===== src/rtl/cgu_serial_adder_if.sv =====
// Handshake and operand/result bundle for the two-bit-per-cycle CGU serial adder.
// The requester drives the master side; the adder implements the slave side.
interface cgu_serial_adder_if #(
    parameter int WIDTH = 8
);
    logic             start;
    logic [WIDTH-1:0] a;
    logic [WIDTH-1:0] b;
    logic             cin;
    logic             busy;
    logic             done;
    logic [WIDTH-1:0] sum;
    logic             cout;
    logic             ovf;

    modport master (
        output start, a, b, cin,
        input  busy, done, sum, cout, ovf
    );

    modport slave (
        input  start, a, b, cin,
        output busy, done, sum, cout, ovf
    );
endinterface


===== src/rtl/cgu_serial_adder.sv =====
// Sequential adder that resolves one operand bit pair per cycle using the
// 2-bit carry generation unit equations, with a start/busy/done handshake.
module cgu_serial_adder #(
    parameter int WIDTH = 8
) (
    input  logic                 clk,
    input  logic                 rst,
    cgu_serial_adder_if.slave    bus
);
    localparam int N  = WIDTH / 2;
    localparam int KW = (N > 1) ? $clog2(N) : 1;

    typedef enum logic [1:0] {
        IDLE = 2'd0,
        RUN  = 2'd1,
        DONE = 2'd2
    } state_t;

    state_t           state_q, state_d;
    logic [WIDTH-1:0] a_q, a_d;
    logic [WIDTH-1:0] b_q, b_d;
    logic [WIDTH-1:0] acc_q, acc_d;
    logic [WIDTH-1:0] sum_q, sum_d;
    logic [KW-1:0]    k_q, k_d;
    logic             carry_q, carry_d;
    logic             cout_q, cout_d;
    logic             ovf_q, ovf_d;

    logic             p0, g0, p1, g1, c0, c1, s0, s1;
    logic [WIDTH-1:0] pair_w;
    logic [WIDTH-1:0] acc_next;

    // Operands shift right two bits per RUN cycle, so the current pair is
    // always at bits [1:0]; the sum pair enters the accumulator from the top.
    always_comb begin
        p0 = a_q[0] ^ b_q[0];
        g0 = a_q[0] & b_q[0];
        p1 = a_q[1] ^ b_q[1];
        g1 = a_q[1] & b_q[1];
        c0 = g0 | (p0 & carry_q);
        c1 = g1 | (p1 & g0) | (p1 & p0 & carry_q);
        s0 = p0 ^ carry_q;
        s1 = p1 ^ c0;
        pair_w      = '0;
        pair_w[1:0] = {s1, s0};
        acc_next    = (acc_q >> 2) | (pair_w << (WIDTH - 2));
    end

    // NOTE: every signal gets its hold value first so no path through the
    // case statement leaves one unassigned and infers a latch.
    always_comb begin
        state_d = state_q;
        a_d     = a_q;
        b_d     = b_q;
        acc_d   = acc_q;
        sum_d   = sum_q;
        k_d     = k_q;
        carry_d = carry_q;
        cout_d  = cout_q;
        ovf_d   = ovf_q;

        unique case (state_q)
            IDLE, DONE: begin
                if (bus.start) begin
                    a_d     = bus.a;
                    b_d     = bus.b;
                    carry_d = bus.cin;
                    acc_d   = '0;
                    k_d     = '0;
                    state_d = RUN;
                end else begin
                    state_d = IDLE;
                end
            end
            RUN: begin
                a_d     = a_q >> 2;
                b_d     = b_q >> 2;
                acc_d   = acc_next;
                carry_d = c1;
                k_d     = k_q + KW'(1);
                if (k_q == KW'(N - 1)) begin
                    sum_d   = acc_next;
                    cout_d  = c1;
                    ovf_d   = c0 ^ c1;
                    k_d     = '0;
                    state_d = DONE;
                end
            end
            default: state_d = IDLE;
        endcase
    end

    // NOTE: state registers use non-blocking assignments so every flop
    // samples the pre-edge values regardless of statement order.
    always_ff @(posedge clk or posedge rst) begin
        if (rst) begin
            state_q <= IDLE;
            a_q     <= '0;
            b_q     <= '0;
            acc_q   <= '0;
            sum_q   <= '0;
            k_q     <= '0;
            carry_q <= 1'b0;
            cout_q  <= 1'b0;
            ovf_q   <= 1'b0;
        end else begin
            state_q <= state_d;
            a_q     <= a_d;
            b_q     <= b_d;
            acc_q   <= acc_d;
            sum_q   <= sum_d;
            k_q     <= k_d;
            carry_q <= carry_d;
            cout_q  <= cout_d;
            ovf_q   <= ovf_d;
        end
    end

    assign bus.busy = (state_q == RUN);
    assign bus.done = (state_q == DONE);
    assign bus.sum  = sum_q;
    assign bus.cout = cout_q;
    assign bus.ovf  = ovf_q;
endmodule


===== src/flat_wrapper.sv =====
// flat-port wrapper written by rule: the top's interface ports become plain ports
module cgu_serial_adder_flat 
#(
    parameter int WIDTH = 8
)
  (clk, rst, bus_start, bus_a, bus_b, bus_cin, bus_busy, bus_done, bus_sum, bus_cout, bus_ovf);
  cgu_serial_adder_if #(.WIDTH(WIDTH)) bus_i ();
  input  logic clk;
  input  logic rst;
  input wire logic [$bits(bus_i.start)-1:0] bus_start;
  input wire logic [$bits(bus_i.a)-1:0] bus_a;
  input wire logic [$bits(bus_i.b)-1:0] bus_b;
  input wire logic [$bits(bus_i.cin)-1:0] bus_cin;
  output wire logic [$bits(bus_i.busy)-1:0] bus_busy;
  output wire logic [$bits(bus_i.done)-1:0] bus_done;
  output wire logic [$bits(bus_i.sum)-1:0] bus_sum;
  output wire logic [$bits(bus_i.cout)-1:0] bus_cout;
  output wire logic [$bits(bus_i.ovf)-1:0] bus_ovf;
  assign bus_i.start = bus_start;
  assign bus_i.a = bus_a;
  assign bus_i.b = bus_b;
  assign bus_i.cin = bus_cin;
  assign bus_busy = bus_i.busy;
  assign bus_done = bus_i.done;
  assign bus_sum = bus_i.sum;
  assign bus_cout = bus_i.cout;
  assign bus_ovf = bus_i.ovf;
  cgu_serial_adder #(.WIDTH(WIDTH)) u_core (.clk(clk), .rst(rst), .bus(bus_i));
endmodule

===== config.mk =====
export PLATFORM = sky130hd
export DESIGN_NAME = cgu_serial_adder_flat
export DESIGN_NICKNAME = d
export VERILOG_FILES = /design/src/rtl/cgu_serial_adder_if.sv /design/src/rtl/cgu_serial_adder.sv /design/src/flat_wrapper.sv
export SDC_FILE = /design/constraint.sdc
export NUM_CORES = 1
export LEC_CHECK = 0
export BUFFER_PORTS_ARGS = -buffer_cell sky130_fd_sc_hd__buf_2
export CAP_MARGIN = 20
export CORE_MARGIN = 10
export CORE_UTILIZATION = 41
export DETAILED_ROUTE_END_ITERATION = 7
export SYNTH_ARGS = -nofsm -noshare
export SYNTH_HDL_FRONTEND = slang
export SYNTH_SLANG_ARGS = --single-unit

===== constraint.sdc =====
create_clock -name clk -period 1.6 [get_ports clk]
set_input_delay 0.24 -clock clk [delete_from_list [all_inputs] [get_ports clk]]
set_output_delay 0.24 -clock clk [all_outputs]
set_load 0.02 [all_outputs]

---- Word level (Yosys, flattened, before mapping) ----
Index checks and enable logic that the tools add are counted.
operators by class
  eq/ne operators ......................... 5
  multiplexer cells ....................... 14
  bitwise gates (word level) .............. 15
  reduce and logical (&&, ||, !) cells .... 5
  $add $sub $neg .......................... 1
operators by type and width
  kind                 number
  $pmux 8 s2           3
  $mux 8               3
  $or 6x8->8           1
  $pmux 2 s2           2
  $and 1x1->1          6
  $mux 2               3
  $xor 1x1->1          5
  $eq 2x2->1 const B   2
  $reduce_and 2->1     2
  $or 1x1->1           3
  $add 2x1->2 const B  1
  $eq 2x1->1 const B   1
  $logic_not 2->1      1
  $mux 1               2
  $ne 2x1->1 const B   1
  $ne 2x2->1 const B   1
  $pmux 1 s2           1
  $reduce_bool 2->1    1
  $reduce_or 2->1      1
word-level totals
  register bits ........................... 39
  input bits .............................. 20

---- Logic depth before layout (Yosys ltp) ----
Gate-level depths: netlist (run 1).
  depth after elaboration ................. 6
  mapped depth ............................ 5
  depth with buffers taken out ............ 5

---- Worst setup path before layout (run 1) ----
OpenSTA, ideal clock, no wires.
  kind .................................... reg-to-reg
  start point ............................. register u_core.k_q[0]
  end point ............................... register u_core.sum_q[3] (netlist: u_core.bus.sum[3])
  path buffers ............................ 1
  setup time .............................. 0.128 ns
  path slack .............................. 0.169 ns
  stages on the path, launching flop included .. 5
  arrival ................................. 1.304 ns
  path through ............................ dfrtp_1 -> ha_1 -> nand3b_1 -> buf_2 -> mux2_1
on the way
  cells in the longest elaborated chain, start to end .. 2
RTL lines
  item                        RTL line                 text
  from (decl)                 cgu_serial_adder.sv:24   logic [KW-1:0] k_q, k_d;
  from (signal assigned)      cgu_serial_adder.sv:112  k_q <= k_d;
  $eq 2x2->1                  cgu_serial_adder.sv:81   if (k_q == KW'(N - 1)) begin
  $reduce_and 2->1 (no line)  n/a
  to (signal assigned)        cgu_serial_adder.sv:111  sum_q <= sum_d;
  to (decl)                   cgu_serial_adder.sv:23   logic [WIDTH-1:0] sum_q, sum_d;
Every way passes these cells.
A chain may end at the register's enable or synchronous reset.

---- Worst setup path after layout (run 1) ----
  start point ............................. register u_core.state_q[1]
  end point ............................... output bus_busy
on the way
  cells in the longest elaborated chain, start to end .. 1
RTL lines
  item                    RTL line                 text
  from (decl)             cgu_serial_adder.sv:19   state_t state_q, state_d;
  from (signal assigned)  cgu_serial_adder.sv:107  state_q <= state_d;
  $eq 2x1->1              cgu_serial_adder.sv:119  assign bus.busy = (state_q == RUN);
  to (decl)               flat_wrapper.sv:14       output wire logic [$bits(bus_i.busy)-1:0] bus_busy;
Every way passes these cells.

==> results.ini, run 1 <==
[outcome]
status = finished clean

[final_layout]
multi_input_area_um2 = 594
syn2layout_area_growth_pct = 23.1
fin_cells = 220
antenna_cells = 0
drive_gt1_frac = 0.320
nFillCells = 350
regArea_um2 = 926
final_nets = 196

[synthesis]
synth-edff-count = 0
async_reset_ff_frac = 1.00
syn_area_per_cell_um2 = 12.1
synth_ff_type = dfrtp_1
yosysTopAreaCell = dfrtp_1
netlist_instances = 131
synth.distinct_cells = 30
syn_nets = 155
yosysSeqAreaShare = 0.582
ys_ff_latch = 37
yosys_warnings = 0
synthTopCellsByArea = dfrtp_1 (58%), mux2i_1 (7.6%), a22o_1 (5.0%), nand2_1 (3.5%), o21ai_0 (3.1%)
yosys-top-cells-count = dfrtp_1 (37), nand2_1 (15), mux2i_1 (12), o21ai_0 (10), a22o_1 (9)
syn_area_um2 = 1590
synth.most_common_cell = dfrtp_1
synth_top_area_frac = 0.582

[global_route]
grt_use_met1 = 0.118
grt_pass1_wl_um = 5350
overflow = 0
gr-usage-met2 = 0.161
grt_usage = 0.103
grt_max_degree = 38
grt_antenna_before_repair = 0
first_global_vias = 1197
groute.layer.met3.usage = 0.0410
grt-busiest-layer = met2

[routing]
drt_wl_total_um = 3140
drtIter0Drc = 37
dr.pass1.iters = 4
drc_errors = 0
ant_nets = 0
via_count = 1138
wire_per_inst_um = 14.3
viasPerCell = 5.17

[power_and_ir_drop]
ir_drop_v = 0.000733
powerDensity_nw_per_um2 = 1980
p_leak_nw = 0.968

[cts]
clock-sinks = 37
root_buffer = clkbuf_8
cts_buffer_depth = 2
insertion_delay_ns = 0.28
postCtsHoldBufs = 0
clk_pin_slew_ns = 0.06
cts_tree = yes
cts_made_buffers = 5
htreeDepth = 2

[place]
dp.cells = 210
dp_hpwl_um = 2290
io_buffer_count = 31
gp_congestion = 0.739

[floorplan]
start_util = 0.428
row_count = 22
boundaryPins = 32
die_x_um = 82.3
core-area_um2 = 3720
die_h_um = 82.3
die-area_um2 = 6770

[setup_path]
arrival_ns = 1.26
worst_setup_path_end_kind = output pin
crit_type = reg -> out
crit_fanout = 14
worstSetupStartpointType = flip-flop
required_ns = 1.36

[timing]
rsz0062_at_grt = no
timing.setup.tns_ns = 0
fin_crit_sh = 0.935
maxSlewHeadroom = 0.625
worst_pin_slew_ns = 0.562
drv_slew = 0
setup_viol = 0
finClkSkew_ns = 0.00285
hold_viol = 0
timing.fmax_mhz = 668
period_needed_ns = 1.50

[flow_run]
max_cap_violations = 0

[hold_path]
hold_class = in -> async

==> power by group <==
part | total, mW | internal, mW | switching, mW | leakage (nW)
Combinational | 1.71 | 0.793 | 0.915 | 0.448
Sequential | 1.54 | 1.32 | 0.221 | 0.476
Clock | 0.630 | 0.341 | 0.289 | 0.0443
==> registers in the layout, indices dropped and copies added, names as in the netlist <==
name and count:
u_core.a_q 8, u_core.b_q 8, u_core.bus.sum 8, u_core.acc_q 6, u_core.k_q 2, u_core.state_q 2
u_core.bus.cout 1, u_core.bus.ovf 1, u_core.carry_q 1
==> metrics by stage <==
stage          worst slack, ns   util  instance area, um^2  total power [mW]  hold WS (ns)
2_1_floorplan            0.169      -                 1590              2.66         0.380
3_3_place_gp             0.179  0.491                 1820              3.09         0.363
3_5_place_dp             0.119  0.491                 1820              3.14         0.373
4_1_cts                 0.0151  0.514                 1910              3.79        0.0614
5_1_grt                 0.0219  0.527                 1960              4.22        0.0805
6_report                 0.103  0.527                 1960              3.88        0.0524
==> path summary, 6_finish.rpt <==
| kind | startpoint | endpoint | slack (ns) | cells past startpoint |
|---|---|---|---|---|
| hold / removal | rst | u_core.k_q[0]$_DFFE_PP0P_ | 0.05 | 3 |
| hold reg to reg | u_core.bus.ovf$_DFFE_PP0P_ | u_core.bus.ovf$_DFFE_PP0P_ | 0.47 | 2 |
| min in group clk | bus_a[7] | u_core.a_q[7]$_DFFE_PP0P_ | 0.18 | 2 |
| setup / recovery | u_core.state_q[1]$_DFFE_PP0P_ | bus_busy | 0.10 | 4 |
| setup reg to reg | u_core.b_q[1]$_DFFE_PP0P_ | u_core.carry_q$_DFFE_PP0P_ | 0.19 | 4 |
| max in group asynchronous | rst | u_core.bus.sum[4]$_DFFE_PP0P_ | 1.23 | 3 |
==> cells in the final DEF (no fill, tap or decap) <==
master	instances
clkbuf_8	6
buf_4	9
o2bb2ai_1	2
nand2_1	15
nor2b_2	1
a211o_1	1
nand2b_1	1
mux2i_1	12
xor2_1	1
o21ai_1	4
nor2b_1	1
a21o_1	1
fa_1	1
a21oi_1	2
a22o_1	9
nor2_2	1
inv_1	6
inv_4	1
buf_12	1
clkbuf_1	1
a221o_1	1
o21bai_1	1
ha_1	3
a31oi_1	1
a21oi_2	1
nand4b_1	1
nor3_1	1
dfrtp_1	37
clkbuf_16	1
nand3_1	2
nand3b_1	1
mux2_1	2
buf_2	30
o21ai_0	10
mux2_2	4
==> cell type report <==
type | instances | share of cell area
Inverter | 7 | 0.0147
Timing Repair Buffer | 41 | 0.134
Sequential cell | 37 | 0.473
Multi-Input combinational cell | 80 | 0.304
Tap cell | 48 | 0.0307
Clock buffer | 7 | 0.0441
==> logic make-up after synthesis <==
family	Yosys count	share of synthesized area
AND/OR/NAND/NOR	24	0.0708
XOR/XNOR	1	0.00551
AO/OA/AOI/OAI	33	0.139
buffers and inverters	14	0.0480
multiplexers	18	0.118
adder cells (fa/ha/maj)	4	0.0362
flip-flops	37	0.582
==> worst max-delay path, stage by stage, from the launching register on <==
cell and delay [ns]:
dfrtp_1 0.38, nand2b_1 0.19, inv_4 0.13, buf_12 0.14
buf_4 0.14
==> layer usage <==
metal	vias to the layer above	wire length [um]
li1	542	-
met1	561	1350
met2	29	1490
met3	6	242
met4	0	55
met5	-	0
==> what timing repair did <==
item / 4_1_cts / 5_1_grt
setup buffers: 0 / 2
endpoints found under the hold margin: 0 / 0
setup endpoints to repair: 0 / 2
resized for setup: 0 / 3
Note: power is estimated with default switching activity, not from simulation.
==> run 2, diff against run 1 <==
==> constraint.sdc (replaced) <==
create_clock -name clk -period 1.6 [get_ports clk]
set_input_delay 0.16 -clock clk [delete_from_list [all_inputs] [get_ports clk]]
set_output_delay 0.16 -clock clk [all_outputs]
set_load 0.02 [all_outputs]
==> results.ini, run 2 (synthesis results as in run 1) <==
[outcome]
status = finished clean  ; unchanged

[power_and_ir_drop]
powerDensity_nw_per_um2 = 1950  ; was 1980 nW/um^2
ir_drop_v = 0.000924  ; was 0.000733 V
p_leak_nw = 0.960  ; was 0.968 nW
power_mw = 3.76  ; was 3.88 mW

[cts]
cts_tree = yes  ; unchanged
clk_pin_slew_ns = 0.07  ; was 0.06 ns
cts_made_buffers = 5  ; unchanged
cts_buffer_depth = 2  ; unchanged
insertion_delay_ns = 0.29  ; was 0.28 ns
root_buffer = clkbuf_8  ; unchanged
htreeDepth = 2  ; unchanged
cts_setup_buffers = 0  ; unchanged
clock-sinks = 37  ; unchanged

[global_route]
overflow = 0  ; unchanged
grt_antenna_before_repair = 0  ; unchanged
first_global_vias = 1167  ; was 1197
grt_usage = 0.103  ; about the same
grt_max_degree = 38  ; unchanged
grt_pass1_wl_um = 5370  ; was 5350 um

[timing]
rsz0062_at_grt = no  ; unchanged
drv_slew = 0  ; unchanged
period_needed_ns = 1.49  ; was 1.50 ns
timing.fmax_mhz = 671  ; was 668 MHz
fin_crit_sh = 0.932  ; was 0.935
setup_ws_ns = 0.109  ; was 0.103 ns
maxSlewHeadroom = 0.697  ; was 0.625
whs_ns = 0.0899  ; was 0.0524 ns
setup_viol = 0  ; unchanged
timing.setup.tns_ns = 0  ; unchanged
hold_viol = 0  ; unchanged
finClkSkew_ns = 0.00555  ; was 0.00285 ns
worst_pin_slew_ns = 0.455  ; was 0.562 ns

[place]
dp_hpwl_um = 2410  ; was 2290 um
place_ws_ns = 0.125  ; was 0.119 ns
io_buffer_count = 31  ; unchanged
dp.cells = 213  ; was 210
gp_congestion = 0.739  ; about the same
placed_cell_area_um2 = 1830  ; was 1820 um^2

[routing]
drc_errors = 0  ; unchanged
dr.pass1.iters = 4  ; unchanged
drtIter0Drc = 56  ; was 37
ant_nets = 0  ; unchanged
viasPerCell = 5.14  ; was 5.17
via_count = 1141  ; was 1138
wire_per_inst_um = 14.5  ; was 14.3 um
drt_wl_total_um = 3230  ; was 3140 um

[final_layout]
fin_cells = 222  ; was 220
layout_commonest_cell = dfrtp_1  ; unchanged
syn2layout_area_growth_pct = 21.3  ; was 23.1%
final_nets = 197  ; was 196
post-route-util = 0.519  ; was 0.527
antenna_cells = 0  ; unchanged
most-common-layout-cells = dfrtp_1 (37), buf_2 (31), nand2_1 (15), mux2i_1 (12)  ; was dfrtp_1 (37), buf_2 (30), nand2_1 (15), mux2i_1 (12), o21ai_0 (10)
finish.instance_area_um2 = 1930  ; was 1960 um^2
drive_gt1_frac = 0.322  ; was 0.320

[setup_path]
cpMaxStageDelayCell = dfrtp_1  ; unchanged
crit_fanout = 20  ; was 14
required_ns = 1.44  ; was 1.36 ns
cp_num_buf_inv = 3  ; unchanged
crit_type = reg -> out  ; unchanged
arrival_ns = 1.33  ; was 1.26 ns
worstPathCellList = nand2b_1 -> inv_2 -> buf_4 -> buf_2  ; was nand2b_1 -> inv_4 -> buf_12 -> buf_4
crit_family = buffers and inverters  ; unchanged
worstSetupStartpointType = flip-flop  ; unchanged
max_stage_delay_ns = 0.38  ; about the same
worst_setup_path_end_kind = output pin  ; unchanged

[floorplan]
row_count = 22  ; unchanged
core-area_um2 = 3720  ; unchanged
die-area_um2 = 6770  ; unchanged
start_util = 0.428  ; unchanged
boundaryPins = 32  ; unchanged
die_x_um = 82.3  ; unchanged
die_h_um = 82.3  ; unchanged

[hold_path]
hold_class = in -> reg  ; was in -> async

[flow_run]
max_cap_violations = 0  ; unchanged

run 2: worst paths after layout:
kind | startpoint | end | slack [ns] | cells past startpoint
worst min register to register | u_core.bus.ovf$_DFFE_PP0P_ | u_core.bus.ovf$_DFFE_PP0P_ | 0.48 | 2
worst min-delay path | bus_b[7] | u_core.b_q[7]$_DFFE_PP0P_ | 0.09 | 2
max in group asynchronous | rst | u_core.a_q[7]$_DFFE_PP0P_ | 0.77 | 4
worst max register to register | u_core.b_q[1]$_DFFE_PP0P_ | u_core.carry_q$_DFFE_PP0P_ | 0.19 | 4
worst max-delay path | u_core.state_q[1]$_DFFE_PP0P_ | bus_busy | 0.11 | 4
min in group asynchronous | rst | u_core.k_q[0]$_DFFE_PP0P_ | 0.51 | 4
run 2: power breakdown:
| group | switching [mW] | internal (mW) |
|---|---|---|
| clock | 0.320 | 0.302 |
| combinational | 0.898 | 0.701 |
| sequential | 0.221 | 1.32 |
| total | 1.44 | 2.32 |
run 2: timing repair:
| item | 4_1_cts | 5_1_grt |
|---|---|---|
| resized for setup | 0 | 1 |
| endpoints found under the setup margin | 0 | 1 |
| hold buffers | 1 | 0 |
| hold endpoints to repair | 37 | 0 |
run 2: final cells by class:
class	count	area [um^2]
inverters	7	26.3
clock inverters	2	10.0
fillers	345	1790
multi-input cells	80	594
flip-flops and latches	37	926
well taps	48	60.1
repair buffers	42	240
clock buffers	6	72.6
run 2: metal layers:
layer / track usage / up-vias / routed length [um]
met2: 0.152 / 30 / 1490
li1: - / 542 / -
met4: 0.0357 / 0 / 46
met3: 0.0529 / 7 / 235
met1: 0.128 / 562 / 1450
met5: 0 / - / 0
